$ cat config.mk
export PLATFORM = sky130hd
export DESIGN_NAME = peripheral_uart_tx_gen
export DESIGN_NICKNAME = d
export VERILOG_FILES = /design/src/rtl/peripheral_uart_pkg.sv /design/src/rtl/peripheral_uart_tx_fifo.sv /design/src/rtl/peripheral_uart_tx_gen.sv
export SDC_FILE = /design/constraint.sdc
export NUM_CORES = 1
export LEC_CHECK = 0
export BUFFER_PORTS_ARGS = -buffer_cell sky130_fd_sc_hd__buf_2
export CAP_MARGIN = 20
export CORE_ASPECT_RATIO = 1.4
export CORE_UTILIZATION = 54
export DETAILED_ROUTE_END_ITERATION = 6
export PLACE_DENSITY = 0.77
export REMOVE_ABC_BUFFERS = 1
export SLEW_MARGIN = 10
export SYNTH_ARGS = -nofsm -noshare
export SYNTH_HDL_FRONTEND = slang
export SYNTH_SLANG_ARGS = --single-unit
$ cat constraint.sdc
create_clock -name clk_i -period 2.65 [get_ports clk_i]
set_input_delay 0.265 -clock clk_i [delete_from_list [all_inputs] [get_ports clk_i]]
set_output_delay 0.265 -clock clk_i [all_outputs]
set_load 0.05 [all_outputs]
$ cat src/rtl/peripheral_uart_pkg.sv
// Shared types and constants for the peripheral UART transmit path.
// ST_BREAK exists only when PERIPHERAL_UART_TX_BREAK_EN is defined.
package peripheral_uart_pkg;

  localparam int unsigned MIN_BITS = 5;

  typedef enum logic [2:0] {
    ST_IDLE   = 3'd0,
    ST_START  = 3'd1,
    ST_DATA   = 3'd2,
    ST_PARITY = 3'd3,
    ST_STOP1  = 3'd4,
    ST_STOP2  = 3'd5
`ifdef PERIPHERAL_UART_TX_BREAK_EN
    ,
    ST_BREAK  = 3'd6
`endif
  } tx_state_e;

endpackage

$ cat src/rtl/peripheral_uart_tx_fifo.sv
// Synchronous FIFO for the UART transmitter: push/pop/flush and fill level.
// DEPTH must be a power of two so the pointers wrap naturally.
module peripheral_uart_tx_fifo #(
  parameter int unsigned DEPTH = 8,
  parameter int unsigned WIDTH = 9
) (
  input  logic                     clk_i,
  input  logic                     rstn_i,
  input  logic                     push_i,
  input  logic [WIDTH-1:0]         data_i,
  input  logic                     pop_i,
  input  logic                     flush_i,
  output logic [WIDTH-1:0]         data_o,
  output logic [$clog2(DEPTH):0]   level_o,
  output logic                     empty_o,
  output logic                     full_o
);

  localparam int unsigned AW = $clog2(DEPTH);
  localparam int unsigned LW = AW + 1;

  logic [AW-1:0]    wptr_q, wptr_d;
  logic [AW-1:0]    rptr_q, rptr_d;
  logic [LW-1:0]    level_q, level_d;
  logic [WIDTH-1:0] mem_q [DEPTH];
  logic [WIDTH-1:0] mem_d [DEPTH];
  logic             push_ok, pop_ok;

  assign empty_o = (level_q == '0);
  assign full_o  = (level_q == LW'(DEPTH));
  assign level_o = level_q;
  assign data_o  = mem_q[rptr_q];
  assign push_ok = push_i && !full_o;
  assign pop_ok  = pop_i && !empty_o;

  always_comb begin
    wptr_d  = wptr_q;
    rptr_d  = rptr_q;
    level_d = level_q;
    mem_d   = mem_q;
    if (flush_i) begin
      wptr_d  = '0;
      rptr_d  = '0;
      level_d = '0;
    end else begin
      if (push_ok) begin
        mem_d[wptr_q] = data_i;
        wptr_d        = wptr_q + AW'(1);
      end
      if (pop_ok) begin
        rptr_d = rptr_q + AW'(1);
      end
      case ({push_ok, pop_ok})
        2'b10:   level_d = level_q + LW'(1);
        2'b01:   level_d = level_q - LW'(1);
        default: level_d = level_q;
      endcase
    end
  end

  always_ff @(posedge clk_i) begin
    if (!rstn_i) begin
      wptr_q  <= '0;
      rptr_q  <= '0;
      level_q <= '0;
    end else begin
      wptr_q  <= wptr_d;
      rptr_q  <= rptr_d;
      level_q <= level_d;
    end
  end

  // Storage needs no reset: entries are only read after being written.
  always_ff @(posedge clk_i) begin
    mem_q <= mem_d;
  end

endmodule

$ cat src/rtl/peripheral_uart_tx_gen.sv
// UART transmitter with TX FIFO, 5..DATA_MAX data bits, optional parity and 1/2 stop bits.
// Define PERIPHERAL_UART_TX_BREAK_EN to add the break_i port and the line-break state.
module peripheral_uart_tx_gen
  import peripheral_uart_pkg::*;
#(
  parameter int unsigned DATA_MAX   = 9,
  parameter int unsigned FIFO_DEPTH = 8,
  parameter int unsigned DIV_W      = 16
) (
  input  logic                          clk_i,
  input  logic                          rstn_i,
  input  logic                          cfg_en_i,
  input  logic [DIV_W-1:0]              cfg_div_i,
  input  logic [3:0]                    cfg_bits_i,
  input  logic                          cfg_parity_en_i,
  input  logic                          cfg_parity_odd_i,
  input  logic                          cfg_stop_bits_i,
  input  logic [DATA_MAX-1:0]           tx_data_i,
  input  logic                          tx_valid_i,
  output logic                          tx_ready_o,
  output logic [$clog2(FIFO_DEPTH):0]   fifo_level_o,
  output logic                          busy_o,
  output logic                          tx_done_o,
`ifdef PERIPHERAL_UART_TX_BREAK_EN
  input  logic                          break_i,
`endif
  output logic                          tx_o
);

  localparam logic [3:0] BITS_MIN = 4'(MIN_BITS);
  localparam logic [3:0] BITS_MAX = 4'(DATA_MAX);

  tx_state_e             state_q, state_d;
  logic [DIV_W-1:0]      cnt_q, cnt_d;
  logic [DIV_W-1:0]      div_q, div_d;
  logic [DATA_MAX-1:0]   shift_q, shift_d;
  logic [3:0]            idx_q, idx_d;
  logic [3:0]            bits_q, bits_d;
  logic                  par_q, par_d;
  logic                  par_en_q, par_en_d;
  logic                  stop2_q, stop2_d;
  logic                  frame_q, frame_d;
  logic                  tx_q, tx_d;
  logic                  busy_q, busy_d;
  logic                  done_q, done_d;

  logic                  bit_end_c;
  logic [3:0]            bits_eff_c;
  logic                  fifo_push_c, fifo_pop_c, fifo_flush_c;
  logic                  fifo_empty, fifo_full;
  logic [DATA_MAX-1:0]   fifo_data;

  assign tx_ready_o  = cfg_en_i && !fifo_full;
  assign fifo_push_c = tx_valid_i && tx_ready_o;
  assign tx_o        = tx_q;
  assign busy_o      = busy_q;
  assign tx_done_o   = done_q;

  peripheral_uart_tx_fifo #(
    .DEPTH (FIFO_DEPTH),
    .WIDTH (DATA_MAX)
  ) u_fifo (
    .clk_i   (clk_i),
    .rstn_i  (rstn_i),
    .push_i  (fifo_push_c),
    .data_i  (tx_data_i),
    .pop_i   (fifo_pop_c),
    .flush_i (fifo_flush_c),
    .data_o  (fifo_data),
    .level_o (fifo_level_o),
    .empty_o (fifo_empty),
    .full_o  (fifo_full)
  );

  // Clamp the requested data width into [MIN_BITS, DATA_MAX].
  always_comb begin
    bits_eff_c = cfg_bits_i;
    if (cfg_bits_i < BITS_MIN) begin
      bits_eff_c = BITS_MIN;
    end else if (cfg_bits_i > BITS_MAX) begin
      bits_eff_c = BITS_MAX;
    end
  end

  always_comb begin
    state_d      = state_q;
    cnt_d        = cnt_q;
    div_d        = div_q;
    shift_d      = shift_q;
    idx_d        = idx_q;
    bits_d       = bits_q;
    par_d        = par_q;
    par_en_d     = par_en_q;
    stop2_d      = stop2_q;
    frame_d      = frame_q;
    tx_d         = 1'b1;
    done_d       = 1'b0;
    fifo_pop_c   = 1'b0;
    fifo_flush_c = 1'b0;
    bit_end_c    = (cnt_q == div_q);

    if (state_q != ST_IDLE) begin
      cnt_d = bit_end_c ? '0 : cnt_q + DIV_W'(1);
    end

    // tx_d follows the current state, so the line trails the FSM by one cycle.
    case (state_q)
      ST_IDLE: begin
        cnt_d = '0;
`ifdef PERIPHERAL_UART_TX_BREAK_EN
        if (cfg_en_i && break_i) begin
          state_d = ST_BREAK;
          div_d   = cfg_div_i;
          stop2_d = 1'b0;
          frame_d = 1'b0;
        end else
`endif
        if (cfg_en_i && !fifo_empty) begin
          fifo_pop_c = 1'b1;
          shift_d    = fifo_data;
          div_d      = cfg_div_i;
          bits_d     = bits_eff_c;
          par_en_d   = cfg_parity_en_i;
          par_d      = cfg_parity_odd_i;
          stop2_d    = cfg_stop_bits_i;
          frame_d    = 1'b1;
          idx_d      = '0;
          state_d    = ST_START;
        end
      end
      ST_START: begin
        tx_d = 1'b0;
        if (bit_end_c) state_d = ST_DATA;
      end
      ST_DATA: begin
        tx_d = shift_q[0];
        if (bit_end_c) begin
          shift_d = shift_q >> 1;
          par_d   = par_q ^ shift_q[0];
          idx_d   = idx_q + 4'd1;
          if (idx_q == bits_q - 4'd1) begin
            state_d = par_en_q ? ST_PARITY : ST_STOP1;
          end
        end
      end
      ST_PARITY: begin
        tx_d = par_q;
        if (bit_end_c) state_d = ST_STOP1;
      end
      ST_STOP1: begin
        if (bit_end_c) begin
          if (stop2_q) begin
            state_d = ST_STOP2;
          end else begin
            state_d = ST_IDLE;
            done_d  = frame_q;
          end
        end
      end
      ST_STOP2: begin
        if (bit_end_c) begin
          state_d = ST_IDLE;
          done_d  = frame_q;
        end
      end
`ifdef PERIPHERAL_UART_TX_BREAK_EN
      ST_BREAK: begin
        tx_d  = 1'b0;
        cnt_d = '0;
        if (!break_i) state_d = ST_STOP1;
      end
`endif
      default: begin
        state_d = ST_IDLE;
      end
    endcase

    // Disable aborts everything: idle line, empty FIFO, no completion strobe.
    if (!cfg_en_i) begin
      state_d      = ST_IDLE;
      cnt_d        = '0;
      tx_d         = 1'b1;
      done_d       = 1'b0;
      fifo_pop_c   = 1'b0;
      fifo_flush_c = 1'b1;
    end

    busy_d = (state_d != ST_IDLE);
  end

  always_ff @(posedge clk_i) begin
    if (!rstn_i) begin
      state_q  <= ST_IDLE;
      cnt_q    <= '0;
      div_q    <= '0;
      shift_q  <= '0;
      idx_q    <= '0;
      bits_q   <= '0;
      par_q    <= 1'b0;
      par_en_q <= 1'b0;
      stop2_q  <= 1'b0;
      frame_q  <= 1'b0;
      tx_q     <= 1'b1;
      busy_q   <= 1'b0;
      done_q   <= 1'b0;
    end else begin
      state_q  <= state_d;
      cnt_q    <= cnt_d;
      div_q    <= div_d;
      shift_q  <= shift_d;
      idx_q    <= idx_d;
      bits_q   <= bits_d;
      par_q    <= par_d;
      par_en_q <= par_en_d;
      stop2_q  <= stop2_d;
      frame_q  <= frame_d;
      tx_q     <= tx_d;
      busy_q   <= busy_d;
      done_q   <= done_d;
    end
  end

endmodule

==> run summary, run 1 <==
status: complete, but fails checks
failing checks: DRC
share of layout cells above drive strength 1: 21.1%
first-pass GRT wire length: 18600 um
Cell variety after synth: 48
FF+latch count, synth: 141
Fin Clk Skew: 7.30 ps
post-route cell area: 6990 um^2
crit path kind: flip-flop to flip-flop
synth top area cells: edfxtp_1, dfxtp_1, mux4_2
hold slack: 73.4 ps
DRC viols: 2
clock tree buffer depth: 2
H-tree depth: 4
die area: 11500 um^2
initial antenna violation count: 0
total CTS buffers: 17
critical path depth: 11
R2R cell count: 11
Placed Area: 6370 um^2
area grow syn2layout: 17.4%
max_slew headroom: 60.9%
Final nets: 605
register area share after synthesis: 59.5%
crit-path max FO: 6
Skew-Pair Late Insertion Delay: 420 ps
CTS tree: built
post-cts repair resize count: 0
Worst VDD drop: 601 uV
endpoint class of the critical path: flip-flop
CP delay by family, top: simple AND/OR/NAND/NOR gates
Vias: 3922
leak pwr: 2.54 nW
GRT Max-Usage Layer: met2
Post-DRT Antenna Nets: 0
CORE AREA: 10800 um^2
maximum number of pins on one net before global-route repair: 49
cts hold-fix bufs: 0
count leader, synth: nand2_1
Worst-path clk slew: 60 ps
DRT Pass-1 Iters: 6
P per Cell Area: 708 nW/um^2
actual slew at the worst max-slew pin: 587 ps
endpoints failing hold: 0
Initial DRC Count: 254
Critical Path Start Type: flip-flop
dominant cell type by area after synthesis: edfxtp_1
Buf/Inv on CP: 1
Final Non-Filler Cells: 714
root buffer cell: clkbuf_16
gr ovfl total: 0
top post-synthesis cells by count: nand2_1, edfxtp_1, dfxtp_1, nor2_1, xor2_1
grt met3 use: 5.86%
GPL Wtd Cong: 0.788
Ant. Diodes: 0
Syn Inst Count: 504
yosys warns: 0
dpl hpwl: 7280 um
most numerous cell on the critical path: a21oi_1
max cap viols: 0
Vias/cell: 5.49
GR Util met2: 37.7%
Rows: 45
Crit-path slowest cell: or3_4
Slew Viols, Final: 0
hold depth: 3
count of flip-flops with a built-in enable after synthesis: 72
setup TNS: 0 ps
Final Setup Violations: 0
Critical Path AT: 2860 ps
WL/cell: 16.1 um
Port Buffers: 43
total placed cells including tap cells: 682
worst path required time: 3000 ps
Yosys top cell area share: 36.3%
worst min-delay path class: primary input to flip-flop
grt met1 use: 23.3%
Starting Density: 55.1%
gr usage total: 21.8%
Synth Area per Inst: 11.8 um^2
IO Pins: 44
Tmin final: 2510 ps
Final period util: 94.7%
die height: 126 um
vias in the first global route: 3870
asr flop ratio synth: 0%
Synth Flop Type: edfxtp_1
setup bufs post-CTS: 0
fmax: 0.398 GHz
Syn Std Cell Area: 5950 um^2
CTS Sinks: 141
critical path cell sequence: or3_4, a21oi_1, nand2_1, inv_4, ha_2, ha_1, a21o_1, a21oi_1, xnor2_1, or3_1, a21oi_1
CP max stage delay: 430 ps
# fillers: 805
Die X: 90.7 um
drt total wl: 11500 um
cell type report:
cell class / count / area (um^2) / share of cell area, %
timing repair buffer: 63 / 365 / 5.23
inverter: 12 / 47.5 / 0.681
tap: 141 / 176 / 2.53
sequential: 141 / 3550 / 50.8
multi-input combinational: 325 / 2250 / 32.2
clock buffer: 17 / 425 / 6.09
clock inverter: 15 / 176 / 2.53
stage by stage:
step / setup WS, ps / utilization, % / total power [W]
global placement: 214 / 58.9 / 0.00258
CTS: 43.0 / 64.5 / 0.00497
finish: 139 / 64.6 / 0.00495
detailed placement: 78.8 / 58.9 / 0.00259
global route: -7.31 / 64.6 / 0.00510
floorplan: -1150 / - / 0.00249
layout by cell type, fill, tap and decap left out, types with 3 or more instances in the layout:
master	Yosys	routed
xor2_1	32	32
mux4_2	18	18
inv_6	0	4
nand2_1	86	86
nor4_1	4	4
buf_4	2	20
or3_1	4	3
edfxtp_1	72	72
buf_2	11	43
dfxtp_1	69	67
inv_8	0	4
a21oi_1	11	11
xnor2_1	11	11
inv_1	11	11
nand4_1	9	9
clkbuf_16	0	17
o2111ai_1	8	8
a21boi_1	16	17
nand3_1	7	7
nand2b_1	4	4
o21ai_0	15	15
ha_1	8	7
mux2i_1	9	9
a21boi_0	5	4
nor2_1	45	45
nor3_1	9	8
registers in the layout, indices dropped and copies added, names as in the netlist, 3 cells and up:
signal,count
shift_q,9
u_fifo.mem_q,72
state_q,3
div_q,16
idx_q,4
u_fifo.wptr_q,3
cnt_q,16
u_fifo.level_o,4
bits_q,4
u_fifo.rptr_q,3
kinds of logic (layout without fill, tap and decap cells):
family	after synthesis	count (layout)	synth area share, %
AOI/OAI and AO/OA	68	68	7.86
xor gates and xnor gates	43	43	6.33
adders and majority gates	9	9	2.02
buffers and inverters	38	107	2.92
DFF	141	141	59.5
muxes	27	27	8.32
and+or+nand+nor	178	178	13.0
routing by layer:
layer,up-vias,part of all wire (%)
met5,-,0
met4,0,3.2
met3,30,4.0
met2,96,52
met1,1881,41
li1,1915,-
where the power goes:
| part | switching [W] | internal, W | leakage, nW |
|---|---|---|---|
| Combinational | 0.000129 | 0.0000842 | 1.04 |
| Sequential | 0.0000171 | 0.00232 | 1.21 |
| Clock | 0.000978 | 0.00142 | 0.290 |
tightest hold or removal path, delay by kind of cell:
kind | cells | cell delay [ps]
compound gates | 1 | 50
buf+inv | 1 | 90
simple gates | 1 | 40
worst paths after layout:
kind | start | endpoint | slack (ps)
setup / recovery | state_q[2] | u_fifo.level_o[3] | 140
hold / removal | cfg_div_i[15] | div_q[15] | 70
setup reg to reg | state_q[2] | u_fifo.level_o[3] | 140
hold reg to reg | frame_q | frame_q | 460
No activity file was read; power rests on OpenSTA's default activity.
==> run 2, diff against run 1 <==
PLACE_DENSITY = 0.76   (was 0.77)
SYNTH_HIERARCHICAL = 1   (was unset)
clock period = 2.1 ns   (was 2.65 ns; I/O delays follow)
==> run summary, run 2 <==
status: complete, but fails checks
failing checks: setup timing
register area: 3550 um^2
Critical Path Start Type: flip-flop
H-tree depth: 4
Cell variety after synth: 63
Synth Flop Type: edfxtp_1
yosys warns: 6
GPL Wtd Cong: 0.820
endpoint class of the critical path: flip-flop
gr ovfl total: 0
max cap viols: 0
Slew Viols, Final: 0
vias in the first global route: 4198
leak pwr: 2.76 nW
area grow syn2layout: 21.0%
setup ws final: -188 ps
Worst VDD drop: 814 uV
count leader, synth: edfxtp_1
die area: 11800 um^2
Metal-1 WL: 4880 um
Final nets: 625
Rows: 45
critical path cell sequence: or4b_4, inv_2, nor2_2, and2_4, nand2_8, ha_4, inv_1, fa_2, nor2_1, a21oi_1, nor2_1
Final Non-Filler Cells: 734
Setup WS pre-CTS: -385 ps
dpl hpwl: 8050 um
Fin Clk Skew: 7.51 ps
clock tree buffer depth: 2
Final period util: 109%
total placed cells including tap cells: 701
Ant. Diodes: 0
asr flop ratio synth: 0%
CP max stage delay: 550 ps
top post-synthesis cells by count: edfxtp_1, dfxtp_1, nand2_1, nor2_1, a21oi_1
most frequent cells in the layout: edfxtp_1, dfxtp_1, nand2_1
setup TNS: -500 ps
RSZ-0062 raised after global routing: yes
initial antenna violation count: 0
Die X: 92.1 um
Final Setup Violations: 3
Vias: 4106
crit path kind: flip-flop to flip-flop
most common cell after layout, fill and taps aside: edfxtp_1
endpoints failing hold: 0
first-pass GRT wire length: 20100 um
IO Pins: 44
dominant cell type by area after synthesis: edfxtp_1
total CTS buffers: 17
Critical Path AT: 2570 ps
worst min-delay path class: primary input to flip-flop
Tmin final: 2290 ps
Syn Inst Count: 503
CTS Sinks: 141
CP delay by family, top: simple AND/OR/NAND/NOR gates
die height: 128 um
gr usage total: 22.7%
max FFs per register: 72
uppermost layer routed: met4
Buf/Inv on CP: 2
fmax: 0.437 GHz
register area share after synthesis: 57.8%
share of layout cells above drive strength 1: 29.3%
Largest Register: u_fifo/mem_q
worst path required time: 2390 ps
CORE AREA: 11000 um^2
FF+latch count, synth: 141
Vias/cell: 5.59
DRT Pass-1 Iters: 4
crit-path max FO: 4
Yosys top cell area share: 35.2%
max_slew headroom: 60.6%
P per Cell Area: 824 nW/um^2
Skew-Pair Late Insertion Delay: 420 ps
met3 WL post-DR: 413 um
Worst-path clk slew: 60 ps
drt total wl: 12500 um
Synth Area per Inst: 12.2 um^2
synth top area cells: edfxtp_1, dfxtp_1, xor2_1
root buffer cell: clkbuf_16
actual slew at the worst max-slew pin: 589 ps
most numerous cell on the critical path: nor2_1
CTS tree: built
Largest regs: u_fifo/mem_q x72, cnt_q x16, div_q x16
Crit-path slowest cell: or4b_4
Starting Density: 55.9%
Syn Std Cell Area: 6130 um^2
maximum number of pins on one net before global-route repair: 36
DRC viols: 0
Multi-input gate area: 2520 um^2
WL/cell: 17.0 um
Initial DRC Count: 178
DR WL met2: 6930 um
# fillers: 765
Post-DRT Antenna Nets: 0
count of flip-flops with a built-in enable after synthesis: 72
Port Buffers: 43
run 2: changes by cell type after synthesis, sizes merged, moves of 7 or more:
cell,change
mux2,+10
a21boi,-21
o2111ai,-8
nand2,-25
a21oi,+23
a211oi,+10
nand3,+7
nor2,+10
run 2: metrics by stage:
stage | hold WS (ps) | util, % | area (um^2) | power [W]
floorplan | 309 | - | 5990 | 0.00310
global placement | 432 | 60.9 | 6690 | 0.00321
detailed placement | 436 | 60.9 | 6690 | 0.00322
CTS | 18.7 | 66.9 | 7350 | 0.00614
global route | 28.5 | 67.6 | 7430 | 0.00629
finish | 29.3 | 67.6 | 7430 | 0.00612
run 2: repair_timing:
item                       in CTS  in global routing
setup endpoints to repair      40                 48
resized for setup              18                 16
pin swaps                       3                  6
hold buffers                    0                  0
setup buffers                   0                  1
run 2: logic make-up (layout without fill, tap and decap cells):
| logic type | Yosys count | count (layout) | share of synthesized area [%] |
|---|---|---|---|
| buffers and inverters | 37 | 127 | 3.39 |
| XOR/XNOR | 39 | 39 | 5.79 |
| adder cells (fa/ha/maj) | 9 | 9 | 1.96 |
| multiplexers | 37 | 37 | 10.3 |
| AND/OR/NAND/NOR | 173 | 173 | 13.9 |
| AO/OA/AOI/OAI | 67 | 67 | 6.91 |
| flip-flops | 141 | 141 | 57.8 |
run 2: routing by layer:
layer,track usage (%),vias up
met5,0,-
met4,9.74,0
met3,6.29,20
met2,41.9,80
met1,23.9,2029
li1,-,1977
run 2: power breakdown:
part	total, W	switching, W	leakage (nW)	internal, W
Sequential	0.00293	0.0000146	1.21	0.00291
Clock	0.00295	0.00117	0.275	0.00177
Combinational	0.000247	0.000146	1.27	0.000101
Total	0.00612	0.00134	2.76	0.00478
run 2: cell type report:
type / instances / area share [%]
tap: 141 / 2.38
multi-input combinational: 325 / 33.9
clock inverter: 14 / 2.16
sequential: 141 / 47.8
timing repair buffer: 80 / 7.08
clock buffer: 18 / 5.78
inverter: 15 / 0.859
run 2: worst min-delay path: cells and delay by family:
family,cells,cell delay (ps)
AOI/OAI and AO/OA,1,50
buffers and inverters,1,90
and+or+nand+nor,1,40
run 2: final timing paths:
kind                      from           endpoint  slack (ps)  cells past startpoint
max          u_fifo/level_o[0]  u_fifo/level_o[1]        -190                     11
min              cfg_div_i[11]          div_q[11]          30                      3
max reg2reg  u_fifo/level_o[0]  u_fifo/level_o[1]        -190                     11
min reg2reg            frame_q          tx_done_o         450                      2
